<file path="src/rtl/shift_add_mul_ctrl.sv">
// rtl/shift_add_mul_ctrl.sv - multi-cycle unsigned shift-and-add multiplier controller
//
// One WIDTH-bit ripple-carry adder is reused over WIDTH iterations, one
// partial product per cycle. The accumulator high half and the multiplier
// share a shift register: each cycle the sum shifts right into it, so after
// WIDTH iterations {acc, mplier} holds the full 2*WIDTH-bit product.
//
// Optional build macro: SHIFT_ADD_MUL_ZERO_BYPASS_EN
//   When defined, a zero a or b skips RUN and goes straight to DONE with
//   product 0.
//
// Ports:
//   clk       rising-edge clock
//   rst_n     asynchronous active-low reset
//   in_valid  operands a/b valid
//   in_ready  controller can accept operands (IDLE only)
//   a         multiplicand, WIDTH bits, unsigned
//   b         multiplier, WIDTH bits, unsigned
//   out_valid product valid (DONE)
//   out_ready consumer accepts product
//   product   result a*b, 2*WIDTH bits, held until the next result
//   busy      high while iterating (RUN)

module shift_add_mul_ctrl #(
  parameter int WIDTH = 8
) (
  input  logic                 clk,
  input  logic                 rst_n,
  input  logic                 in_valid,
  output logic                 in_ready,
  input  logic [WIDTH-1:0]     a,
  input  logic [WIDTH-1:0]     b,
  output logic                 out_valid,
  input  logic                 out_ready,
  output logic [2*WIDTH-1:0]   product,
  output logic                 busy
);

  localparam int CW = $clog2(WIDTH);
  localparam logic [CW-1:0] LAST = CW'(WIDTH - 1);

  typedef enum logic [1:0] {
    IDLE = 2'd0,
    RUN  = 2'd1,
    DONE = 2'd2
  } state_e;

  state_e               state_q, state_d;
  logic [WIDTH-1:0]     mcand_q, mcand_d;
  logic [WIDTH-1:0]     acc_q, acc_d;
  logic [WIDTH-1:0]     mplier_q, mplier_d;
  logic [CW-1:0]        count_q, count_d;
  logic [2*WIDTH-1:0]   product_q, product_d;

  logic [WIDTH-1:0]     addend;
  logic [WIDTH:0]       sum;
  logic                 carry;

  // Ripple chain of full adders: sum = {1'b0, acc} + addend.
  always_comb begin
    addend = mplier_q[0] ? mcand_q : '0;
    sum    = '0;
    carry  = 1'b0;
    for (int i = 0; i < WIDTH; i++) begin
      sum[i] = acc_q[i] ^ addend[i] ^ carry;
      carry  = (acc_q[i] & addend[i]) | (carry & (acc_q[i] ^ addend[i]));
    end
    sum[WIDTH] = carry;
  end

  always_comb begin
    state_d   = state_q;
    mcand_d   = mcand_q;
    acc_d     = acc_q;
    mplier_d  = mplier_q;
    count_d   = count_q;
    product_d = product_q;
    in_ready  = 1'b0;
    out_valid = 1'b0;
    busy      = 1'b0;

    case (state_q)
      IDLE: begin
        in_ready = 1'b1;
        if (in_valid) begin
          mcand_d  = a;
          mplier_d = b;
          acc_d    = '0;
          count_d  = '0;
`ifdef SHIFT_ADD_MUL_ZERO_BYPASS_EN
          if (a == '0 || b == '0) begin
            state_d   = DONE;
            product_d = '0;
          end else begin
            state_d = RUN;
          end
`else
          state_d = RUN;
`endif
        end
      end

      RUN: begin
        busy = 1'b1;
        // Carry enters the accumulator MSB; sum LSB drops into the
        // multiplier MSB as its consumed LSB shifts out.
        acc_d    = sum[WIDTH:1];
        mplier_d = {sum[0], mplier_q[WIDTH-1:1]};
        if (count_q == LAST) begin
          // Hold count at WIDTH-1 instead of wrapping past it.
          state_d   = DONE;
          product_d = {sum[WIDTH:1], sum[0], mplier_q[WIDTH-1:1]};
        end else begin
          count_d = count_q + CW'(1);
        end
      end

      DONE: begin
        out_valid = 1'b1;
        if (out_ready) begin
          state_d = IDLE;
        end
      end

      default: begin
        state_d = IDLE;
      end
    endcase
  end

  always_ff @(posedge clk or negedge rst_n) begin
    if (!rst_n) begin
      state_q   <= IDLE;
      mcand_q   <= '0;
      acc_q     <= '0;
      mplier_q  <= '0;
      count_q   <= '0;
      product_q <= '0;
    end else begin
      state_q   <= state_d;
      mcand_q   <= mcand_d;
      acc_q     <= acc_d;
      mplier_q  <= mplier_d;
      count_q   <= count_d;
      product_q <= product_d;
    end
  end

  assign product = product_q;

endmodule

</file>
<file path="config.mk">
export PLATFORM = sky130hd
export DESIGN_NAME = shift_add_mul_ctrl
export DESIGN_NICKNAME = d
export VERILOG_FILES = /design/src/rtl/shift_add_mul_ctrl.sv
export SDC_FILE = /design/constraint.sdc
export NUM_CORES = 1
export LEC_CHECK = 0
export BUFFER_PORTS_ARGS = -buffer_cell sky130_fd_sc_hd__clkbuf_2
export CORE_ASPECT_RATIO = 1.4
export CORE_MARGIN = 3
export CORE_UTILIZATION = 40
export CTS_CLUSTER_DIAMETER = 150
export DETAILED_ROUTE_END_ITERATION = 8
export MAX_ROUTING_LAYER = met4
export PLACE_DENSITY_LB_ADDON = 0.25
export SYNTH_ARGS = -nofsm -noshare
export SYNTH_HDL_FRONTEND = slang
export SYNTH_SLANG_ARGS = --single-unit
</file>
<file path="constraint.sdc">
create_clock -name clk -period 3.5 [get_ports clk]
set_input_delay 0.525 -clock clk [delete_from_list [all_inputs] [get_ports clk]]
set_output_delay 0.525 -clock clk [all_outputs]
set_load 0.05 [all_outputs]
</file>
==> qor.tcl, run 1 <==
set qor(run_status) {finished, final reports clean}
set qor(signed_area_change_from_the_synthesized_netlist_to_the_final_layout_pct) 14.9
set qor(synthFlopType) {dfrtp_1}
set qor(post_cts_hold_buffers) 0
set qor(cts_tree) {done}
set qor(p_int_mw) 1.43
set qor(timing.critical_path.to_type) {flip-flop}
set qor(cell_chosen_for_the_clock_root) {clkbuf_8}
set qor(synth.top_cell.area_share_pct) 52.6
set qor(grt_start_max_net_pins) 28
set qor(synth.yosys.seq_area_share_pct) 52.6
set qor(ctsHtreeMaxLevel) 2
set qor(detail_route.vias_per_cell) 5.12
set qor(vdd_drop_max_mv) 0.429
set qor(clock_power_share_pct) 11.9
set qor(net_count_of_the_mapped_netlist) 196
set qor(synth_top_cells_by_area) {dfrtp_1, mux2_2, fa_1}
set qor(number_of_global_route_vias_before_repair) 1411
set qor(critical_path_class) {reg2reg}
set qor(detailedRoute.firstPassIterationCount) 4
set qor(synth-edff-count) 0
set qor(fin_worst_hold_slack_ns) 0.168
set qor(antenna-diode-count) 0
set qor(fp.coreArea_mm2) 0.00499
set qor(max_cap_viol_count) 0
set qor(sw_frac_of_total_pct) 44.7
set qor(drt-total-wl_mm) 4.05
set qor(routed-via-count) 1377
set qor(place_congestion) 0.763
set qor(timing.final.setup_violations) 0
set qor(final_nets) 234
set qor(clock_tree.buffer_depth) 2
set qor(worstSkewPairLatency_ns) 0.30
set qor(chipHeight_um) 92.6
set qor(antenna_found_initial) 0
set qor(ys_types) 33
set qor(cts_buffers) 5
set qor(asyncSetResetFlopFracSynth_pct) 100
set qor(startpoint_type) {flip-flop}
set qor(synthesis.area_per_instance_um2) 12.9
set qor(seq_power_share_pct) 36.9
set qor(post-place-ws_ns) 0.0350
set qor(power.net_switching_mw) 1.16
set qor(biggest_area_consumer_among_synthesized_cells) {dfrtp_1}
set qor(syn-instance-count) 166
set qor(fin_crit_sh_pct) 97.8
set qor(ctsResizeCount) 0
set qor(die_width_um) 67.8
set qor(finalHoldViolCount) 0
set qor(synth-seq-cells) 45
set qor(drive_above_1_share_pct) 38.0
set qor(clock_sink_count) 45
set qor(io_buf_count) 38
set qor(cts.reportedPaths.clkPinSlew_ns) 0.08
set qor(pins_over_slew_limit) 0
set qor(finalSetupTns_ns) 0
set qor(initial_core_util_pct) 42.9
set qor(post-layout-total-power_mw) 2.59
set qor(worstPathRequired_ns) 3.67
set qor(period_minus_slack_ns) 3.42
set qor(boundaryPins) 39
set qor(detailed_place_hpwl_mm) 2.88
set qor(setup_repair_after_global_routing_missed_its_margin) {true}
set qor(antenna_violating_nets_post_route) 0
set qor(wire_per_inst_um) 15.1
set qor(pwr_density_cell_mw_per_mm2) 1050
set qor(slew_headroom_pct) 48.3
set qor(post_cts.repair.setup_buffers) 0
set qor(grt_pass1_wl_mm) 7.00
set qor(p_leak_nw) 1.20
set qor(post-route-drc-count) 0
set qor(drt-initial-drc-count) 32
set qor(finalInstanceArea_mm2) 0.00246
set qor(synth.most_common_cell) {dfrtp_1}
set qor(critPathArrivalTime_ns) 3.59
set qor(fmax_ghz) 0.292
set qor(synth.yosys.warnings) 0
set qor(holdCritPathClass) {in2async}
set qor(postLayoutSetupSlackWorst_ns) 0.0755
set qor(ys_top_cells_by_count) {dfrtp_1, inv_1, mux2_2, mux2i_1}
set qor(critical_path_fanout_max) 2
set qor(comb_power_share_pct) 51.2
set qor(worst_clock_skew_ns) 0.00803
set qor(synthesis.area_mm2) 0.00214
set qor(worst-slew-pin-transition_ns) 0.775
set qor(die_area_mm2) 0.00628
set qor(global_route.overflow_total) 0
set qor(post_dp_cell_area_mm2) 0.00238
set qor(num-fill-cells) 468
set qor(core.rowCount) 30
set qor(grt_util_all_layers_pct) 15.2
## layout by cell type (no fill, tap or decap), types with 4 or more instances in the layout
master,n
dfrtp_1,45
inv_1,23
nor4b_1,4
o221a_2,5
nand2_1,7
mux2i_1,8
fa_2,6
clkbuf_2,38
or4b_1,5
o22ai_1,7
mux2_2,15
nand2b_1,5
clkbuf_8,5
## kinds of logic (layout without fill, tap and decap cells)
logic type / Yosys count / after routing / share of synthesized area, %
mux: 24 / 24 / 12.3
buf+inv: 32 / 71 / 7.01
compound gates: 23 / 23 / 8.64
fa+ha+maj: 10 / 10 / 8.29
flops: 45 / 45 / 52.6
simple gates: 32 / 32 / 11.2
## path summary, 6_finish.rpt
check	start	end	slack, ns	cells after the start
setup / recovery	mcand_q[0]	acc_q[6]	0.08	11
hold / removal	rst_n	acc_q[3]	0.17	1
setup reg to reg	mcand_q[0]	acc_q[6]	0.08	11
hold reg to reg	product[2]	product[2]	0.51	1
max in group asynchronous	rst_n	count_q[2]	2.61	2
min in group clk	out_ready	state_q[1]	0.42	2
## sequential cells by signal, summed over array words and instances, names as in the netlist
name and cells:
product 16, acc_q 8, mcand_q 8, mplier_q 8
count_q 3, state_q 2
## critical path, cell delays in order, from the launching register on
cell     delay, ns
dfrtp_1       0.34
and2_1        0.12
ha_1          0.13
inv_1         0.05
fa_2          0.34
fa_2          0.35
fa_2          0.35
fa_2          0.35
fa_2          0.34
fa_2          0.34
fa_1          0.50
o22ai_1       0.09
## per-layer routing
metal | vias up | GRT usage (%) | wire length, um
met4 | 0 | 6.47 | 86
met3 | 7 | 3.03 | 220
met2 | 33 | 21.9 | 1940
met5 | - | - | 0
li1 | 650 | - | -
met1 | 687 | 20.9 | 1810
## metrics by stage
| stage | cells | util [%] |
|---|---|---|
| after global routing | 269 | 49.3 |
| after global placement | 261 | 47.6 |
| after floorplan | 166 | - |
| after CTS | 269 | 49.2 |
| after detailed placement | 261 | 47.6 |
| final | 269 | 49.3 |
## cell type report
type	count	area (um^2)	share of cell area, %
Timing Repair Buffer	40	205	8.34
Clock buffer	6	72.6	2.95
Clock inverter	2	10.0	0.407
Tap cell	64	80.1	3.25
Inverter	23	86.3	3.51
Multi-Input combinational cell	89	881	35.8
Sequential cell	45	1130	45.8
## power by group through the flow
| stage | combinational, mW | clock [mW] | sequential [mW] |
|---|---|---|---|
| final | 1.33 | 0.309 | 0.955 |
| after global routing | 1.46 | 0.344 | 0.996 |
| after CTS | 1.35 | 0.322 | 0.958 |
| after detailed placement | 1.34 | 0 | 0.969 |
| after global placement | 1.31 | 0 | 0.965 |
| after floorplan | 0.812 | 0 | 1.21 |
(Power assumes the default switching activity.)
==> inputs of run 2 (changes only) <==
SETUP_SLACK_MARGIN = 0.3   (was unset)
==> run 2 against run 1 <==
The run now ends with negative setup slack left. Clock power rose by 12%. Die area did not move. Sequential power rose by 0.4%. Power rose by 4.0%. Utilization rose by 0.65 points. Worst setup slack got worse by 0.079 ns. Wire length rose by 6.0%. Cell count fell by 0.37%. Worst hold slack improved by 0.24 ns. Largest cell class unchanged.
==> qor.tcl, run 2 (synthesis gave the netlist of run 1 again) <==
set qor(run_status) {finished with violations}
set qor(violations) {negative setup slack}
set qor(critPathArrivalTime_ns) 3.67
set qor(cpPeakStageDelay_ns) 0.54
set qor(drive_above_1_share_pct) 40.2
set qor(antenna_violating_nets_post_route) 0
set qor(grt_start_max_net_pins) 46
set qor(pwr_density_cell_mw_per_mm2) 1080
set qor(critical_path_fanout_max) 2
set qor(finalHoldViolCount) 0
set qor(ctsHtreeMaxLevel) 2
set qor(cts_tree) {done}
set qor(signed_area_change_from_the_synthesized_netlist_to_the_final_layout_pct) 16.4
set qor(vdd_drop_max_mv) 0.444
set qor(p_leak_nw) 1.21
set qor(place_inst) 260
set qor(routed-via-count) 1375
set qor(pins_over_slew_limit) 0
set qor(r2r_start) {mcand_q[0]}
set qor(postLayoutSetupSlackWorst_ns) -0.00393
set qor(setup_repair_after_global_routing_missed_its_margin) {true}
set qor(final_nets) 233
set qor(layout_commonest_cell) {dfrtp_1}
set qor(seqCellArea_mm2) 0.00113
set qor(holdCritPathClass) {in2reg}
set qor(global_route.overflow_total) 0
set qor(clock_sink_count) 45
set qor(critical_path.most_common_cell) {fa_2}
set qor(cts.reportedPaths.clkPinSlew_ns) 0.08
set qor(num-fill-cells) 457
set qor(highest_count_cells_in_the_layout_ignoring_fill_and_taps) {dfrtp_1, clkbuf_2, inv_1, mux2_2, mux2i_1}
set qor(fp.coreArea_mm2) 0.00499
set qor(post-route-drc-count) 0
set qor(wire_per_inst_um) 16.0
set qor(worst-slew-pin-transition_ns) 1.10
set qor(fin_crit_sh_pct) 100
set qor(worstSkewPairLatency_ns) 0.29
set qor(place_congestion) 0.817
set qor(drt-initial-drc-count) 83
set qor(flip_flop_count_of_the_largest_register_all_copies_and_words_added) 16
set qor(io_buf_count) 38
set qor(slew_headroom_pct) 26.8
set qor(chipHeight_um) 92.6
set qor(timing.critical_path.to_type) {flip-flop}
set qor(fin_cells) 268
set qor(antenna_found_initial) 0
set qor(antenna-diode-count) 0
set qor(fmax_ghz) 0.285
set qor(detailed_place_hpwl_mm) 3.05
set qor(period_minus_slack_ns) 3.50
set qor(worstPathRequired_ns) 3.66
set qor(critical_path_class) {reg2reg}
set qor(critical_path.top_delay_family) {adder cells}
set qor(multi_input_comb_area_um2) 902
set qor(clock_tree.buffer_depth) 2
set qor(post_cts_hold_buffers) 0
set qor(hold_path_startpoint) {out_ready}
set qor(core.rowCount) 30
set qor(slowest_stage) {fa_1}
set qor(post_cts.repair.setup_buffers) 0
set qor(critical_path.startpoint) {mcand_q[0]}
set qor(grt_util_all_layers_pct) 15.5
set qor(cp_cell_sequence) {and2_4 -> ha_4 -> inv_2 -> fa_2 -> fa_2 -> fa_2 -> fa_2 -> fa_2 -> fa_2 -> fa_1 -> o22ai_2}
set qor(boundaryPins) 39
set qor(startpoint_type) {flip-flop}
set qor(detailedRoute.firstPassIterationCount) 4
set qor(die_area_mm2) 0.00628
set qor(cell_chosen_for_the_clock_root) {clkbuf_8}
set qor(worst_clock_skew_ns) 0.00496
set qor(max_cap_viol_count) 0
set qor(timing.final.setup_violations) 1
set qor(detail_route.vias_per_cell) 5.13
set qor(cp_bufs_invs) 1
set qor(grt_pass1_wl_mm) 7.23
set qor(die_width_um) 67.8
set qor(initial_core_util_pct) 42.9
set qor(finalSetupTns_ns) -0.00393
set qor(cts_buffers) 5
set qor(post-place-ws_ns) 0.0405
set qor(drt-total-wl_mm) 4.30
set qor(number_of_global_route_vias_before_repair) 1516
==> run 2: through the flow <==
stage	power, mW	cell area (um^2)	hold WS (ns)	utilization, %
global placement	2.29	2390	0.492	47.8
CTS	2.71	2490	0.408	49.8
floorplan	2.04	2180	0.229	-
finish	2.69	2490	0.411	49.9
detailed placement	2.36	2390	0.498	47.8
global route	2.90	2490	0.432	49.9
==> run 2: per-layer routing <==
metal	GRT usage (%)	wire length, um	share of wire, %
met2	24.9	2300	53
met1	19.3	1750	41
met4	5.64	80	1.9
met3	2.91	173	4.0
met5	-	0	0
==> run 2: worst register-to-register path, delay by kind of cell (launching register included) <==
| kind | cells | cell delay [ns] |
|---|---|---|
| compound gates | 1 | 0.10 |
| buf+inv | 1 | 0.03 |
| simple gates | 1 | 0.15 |
| flops | 1 | 0.35 |
| fa+ha+maj | 8 | 2.75 |
==> run 2: final timing paths <==
check / slack (ns) / cells past startpoint / endpoint
min in group asynchronous: 0.43 / 1 / product[14]
max: -0.004 / 11 / acc_q[6]
max reg2reg: -0.004 / 11 / acc_q[6]
min: 0.41 / 2 / state_q[1]
max in group asynchronous: 2.41 / 1 / product[5]
min reg2reg: 0.51 / 1 / product[4]
==> run 2: timing repair <==
action	4_1_cts	5_1_grt
gates resized for setup	0	1
setup endpoints to repair	4	6
pin swaps	0	0
==> run 2: area by class of cell <==
| class | instances | share of cell area, % |
|---|---|---|
| Tap cell | 64 | 3.21 |
| Multi-Input combinational cell | 89 | 36.2 |
| Sequential cell | 45 | 45.2 |
| Timing Repair Buffer | 39 | 7.93 |
| Inverter | 23 | 3.46 |
| Clock inverter | 1 | 0.201 |
| Clock buffer | 7 | 3.86 |
==> run 2: where the power goes <==
group          switching, mW  total [mW]  internal (mW)
Sequential             0.185       0.959          0.774
Combinational          0.840        1.39          0.548
Clock                  0.167       0.345          0.178
Total                   1.19        2.69           1.50
==> inputs of run 3 (changes only) <==
ABC_AREA = 1   (was unset)
BUFFER_PORTS_ARGS = -buffer_cell sky130_fd_sc_hd__buf_4   (was -buffer_cell sky130_fd_sc_hd__clkbuf_2)
==> run 3 against run 2 <==
Sequential cell count unchanged. Utilization is 0.93 points lower. Largest cell class unchanged. Clock power shrank 7.8%. Combinational power is 15% lower. Worst setup slack better by 0.055 ns. Register-to-register slack improved by 0.06 ns. The run now ends clean. Cell count increased by 26%. Global-route usage shrank 1.1 points.
==> qor.tcl, run 3 <==
set qor(run_status) {finished, final reports clean}
set qor(fin_crit_sh_pct) 98.5
set qor(synth.yosys.seq_area_share_pct) 50.1
set qor(synth-edff-count) 0
set qor(core.rowCount) 31
set qor(layout_commonest_cell) {nand2_1}
set qor(detailed_place_hpwl_mm) 3.03
set qor(final_nets) 303
set qor(slew_headroom_pct) 46.2
set qor(chipHeight_um) 94.7
set qor(pwr_density_cell_mw_per_mm2) 918
set qor(asyncSetResetFlopFracSynth_pct) 100
set qor(io_buf_count) 38
set qor(biggest_area_consumer_among_synthesized_cells) {dfrtp_1}
set qor(die_area_mm2) 0.00656
set qor(finalInstanceArea_mm2) 0.00261
set qor(number_of_global_route_vias_before_repair) 1568
set qor(net_count_of_the_mapped_netlist) 268
set qor(clock_sink_count) 45
set qor(ys_types) 22
set qor(setup_repair_after_global_routing_missed_its_margin) {true}
set qor(worst-slew-pin-transition_ns) 0.806
set qor(finalHoldViolCount) 0
set qor(cell_chosen_for_the_clock_root) {clkbuf_8}
set qor(die_width_um) 69.3
set qor(cts_tree) {done}
set qor(post-place-ws_ns) 0.0199
set qor(cts_buffers) 5
set qor(antenna_violating_nets_post_route) 0
set qor(synthFlopType) {dfrtp_1}
set qor(place_congestion) 0.803
set qor(ys_top_cells_by_count) {nand2_1, dfrtp_1, nand3_1, inv_1, o21ai_2}
set qor(ctsHtreeMaxLevel) 2
set qor(fin_worst_hold_slack_ns) 0.223
set qor(initial_core_util_pct) 42.3
set qor(clock_tree.buffer_depth) 2
set qor(synth.most_common_cell) {nand2_1}
set qor(worstSkewPairLatency_ns) 0.29
set qor(synth.top_cell.area_share_pct) 50.1
set qor(drt-initial-drc-count) 77
set qor(post-route-drc-count) 0
set qor(critical_path.most_common_cell) {fa_2}
set qor(timing.critical_path.to_type) {flip-flop}
set qor(r2r_start) {mcand_q[0]}
set qor(routed-via-count) 1603
set qor(detail_route.vias_per_cell) 4.73
set qor(max_cap_viol_count) 0
set qor(drive_above_1_share_pct) 27.8
set qor(post-layout-total-power_mw) 2.39
set qor(flip_flop_count_of_the_largest_register_all_copies_and_words_added) 16
set qor(syn-instance-count) 238
set qor(vdd_drop_max_mv) 0.412
set qor(critPathArrivalTime_ns) 3.63
set qor(pins_over_slew_limit) 0
set qor(worstSetupPathDepth) 12
set qor(p_leak_nw) 1.33
set qor(global_route.overflow_total) 0
set qor(fin_cells) 339
set qor(synth_top_cells_by_area) {dfrtp_1, nand2_1, fa_1}
set qor(cp_bufs_invs) 2
set qor(antenna_found_initial) 0
set qor(antenna-diode-count) 0
set qor(critical_path_class) {reg2reg}
set qor(num-fill-cells) 518
set qor(postLayoutSetupSlackWorst_ns) 0.0511
set qor(fp.coreArea_mm2) 0.00531
set qor(synthesis.area_per_instance_um2) 9.44
set qor(synthesis.area_mm2) 0.00225
set qor(slowest_stage) {fa_1}
set qor(finalSetupTns_ns) 0
set qor(worstPathRequired_ns) 3.68
set qor(fmax_ghz) 0.290
set qor(post_dp_cell_area_mm2) 0.00251
set qor(place_inst) 331
set qor(startpoint_type) {flip-flop}
set qor(grt_util_all_layers_pct) 14.4
set qor(reg2reg_setup_slack_ns) 0.05
set qor(drt-total-wl_mm) 4.21
set qor(cpPeakStageDelay_ns) 0.54
set qor(postLayoutCoreUtil_pct) 49.0
set qor(detailedRoute.firstPassIterationCount) 4
set qor(grt_start_max_net_pins) 46
set qor(synth-seq-cells) 45
set qor(signed_area_change_from_the_synthesized_netlist_to_the_final_layout_pct) 16.0
set qor(cp_cell_sequence) {nand2_1 -> inv_1 -> ha_1 -> inv_1 -> fa_2 -> fa_2 -> fa_2 -> fa_2 -> fa_2 -> fa_2 -> fa_1 -> o21ai_2}
set qor(critical_path.top_delay_family) {adder cells}
set qor(highest_count_cells_in_the_layout_ignoring_fill_and_taps) {nand2_1, dfrtp_1, buf_4, nand3_1, inv_1}
set qor(timing.final.setup_violations) 0
set qor(period_minus_slack_ns) 3.45
set qor(r2r_cells) 12
set qor(critical_path_fanout_max) 2
set qor(cts.reportedPaths.clkPinSlew_ns) 0.08
set qor(boundaryPins) 39
set qor(wire_per_inst_um) 12.4
set qor(critical_path.startpoint) {mcand_q[0]}
set qor(worst_clock_skew_ns) 0.00861
set qor(worst_setup_path_endpoint) {product[14]}
set qor(holdCritPathClass) {in2async}
set qor(r2r-end) {product[14]}
set qor(grt_pass1_wl_mm) 7.33
set qor(synth.yosys.warnings) 0
## run 3: cell types whose count changed after synthesis, moves of 7 or more
cell / before / now
nand2_1: 7 / 100
nand3_1: 2 / 26
mux2_2: 15 / 0
inv_1: 23 / 12
o21ai_2: 0 / 10
mux2i_1: 8 / 0
o22ai_1: 7 / 0
## run 3: final cells by class
type                    count  area [um^2]  share of cell area (%)
clock buffers               7         86.3                    3.31
flip-flops and latches     45         1130                    43.2
well taps                  66         82.6                    3.17
inverters                  15         58.8                    2.26
multi-input cells         166          951                    36.5
repair buffers             40          300                    11.5
## run 3: worst min-delay path by stage
stage	end	slack (ns)
after floorplan	acc_q[0]	0.23
after global placement	mcand_q[0]	0.46
after detailed placement	product[0]	0.46
after CTS	count_q[1]	0.25
after global routing	product[14]	0.27
final	acc_q[1]	0.22
## run 3: kinds of logic (layout without fill, tap and decap cells)
logic type      count (synthesis)  after routing  synth area share [%]
buf+inv                        27             62                  8.19
simple gates                  139            139                  27.8
flops                          45             45                  50.1
fa+ha+maj                      10             10                  7.91
compound gates                 17             17                  5.96
## run 3: worst reg2reg max path: cells and delay by family (launching register included)
kind,cells,cell delay [ns]
flops,1,0.35
simple gates,1,0.06
fa+ha+maj,8,2.77
buf+inv,2,0.10
compound gates,1,0.07
## run 3: routing by layer
layer / vias to the layer above / track usage (%) / routed length (um)
met2: 25 / 23.2 / 2070
met5: - / - / 0
met3: 5 / 2.45 / 133
li1: 822 / - / -
met1: 751 / 18.3 / 1930
met4: 0 / 5.37 / 72
## run 3: power breakdown
part | internal [mW] | switching (mW) | leakage, nW
logic | 0.397 | 0.781 | 0.704
clock network | 0.157 | 0.162 | 0.0443
registers | 0.733 | 0.162 | 0.578
total | 1.29 | 1.10 | 1.33
## run 3: timing repair
action / CTS / global route
pin swaps: 4 / 0
buffers inserted: 0 / 1
cloned: 0 / 0
resized for setup: 0 / 1
setup endpoints to repair: 4 / 6
hold buffers: 0 / 0
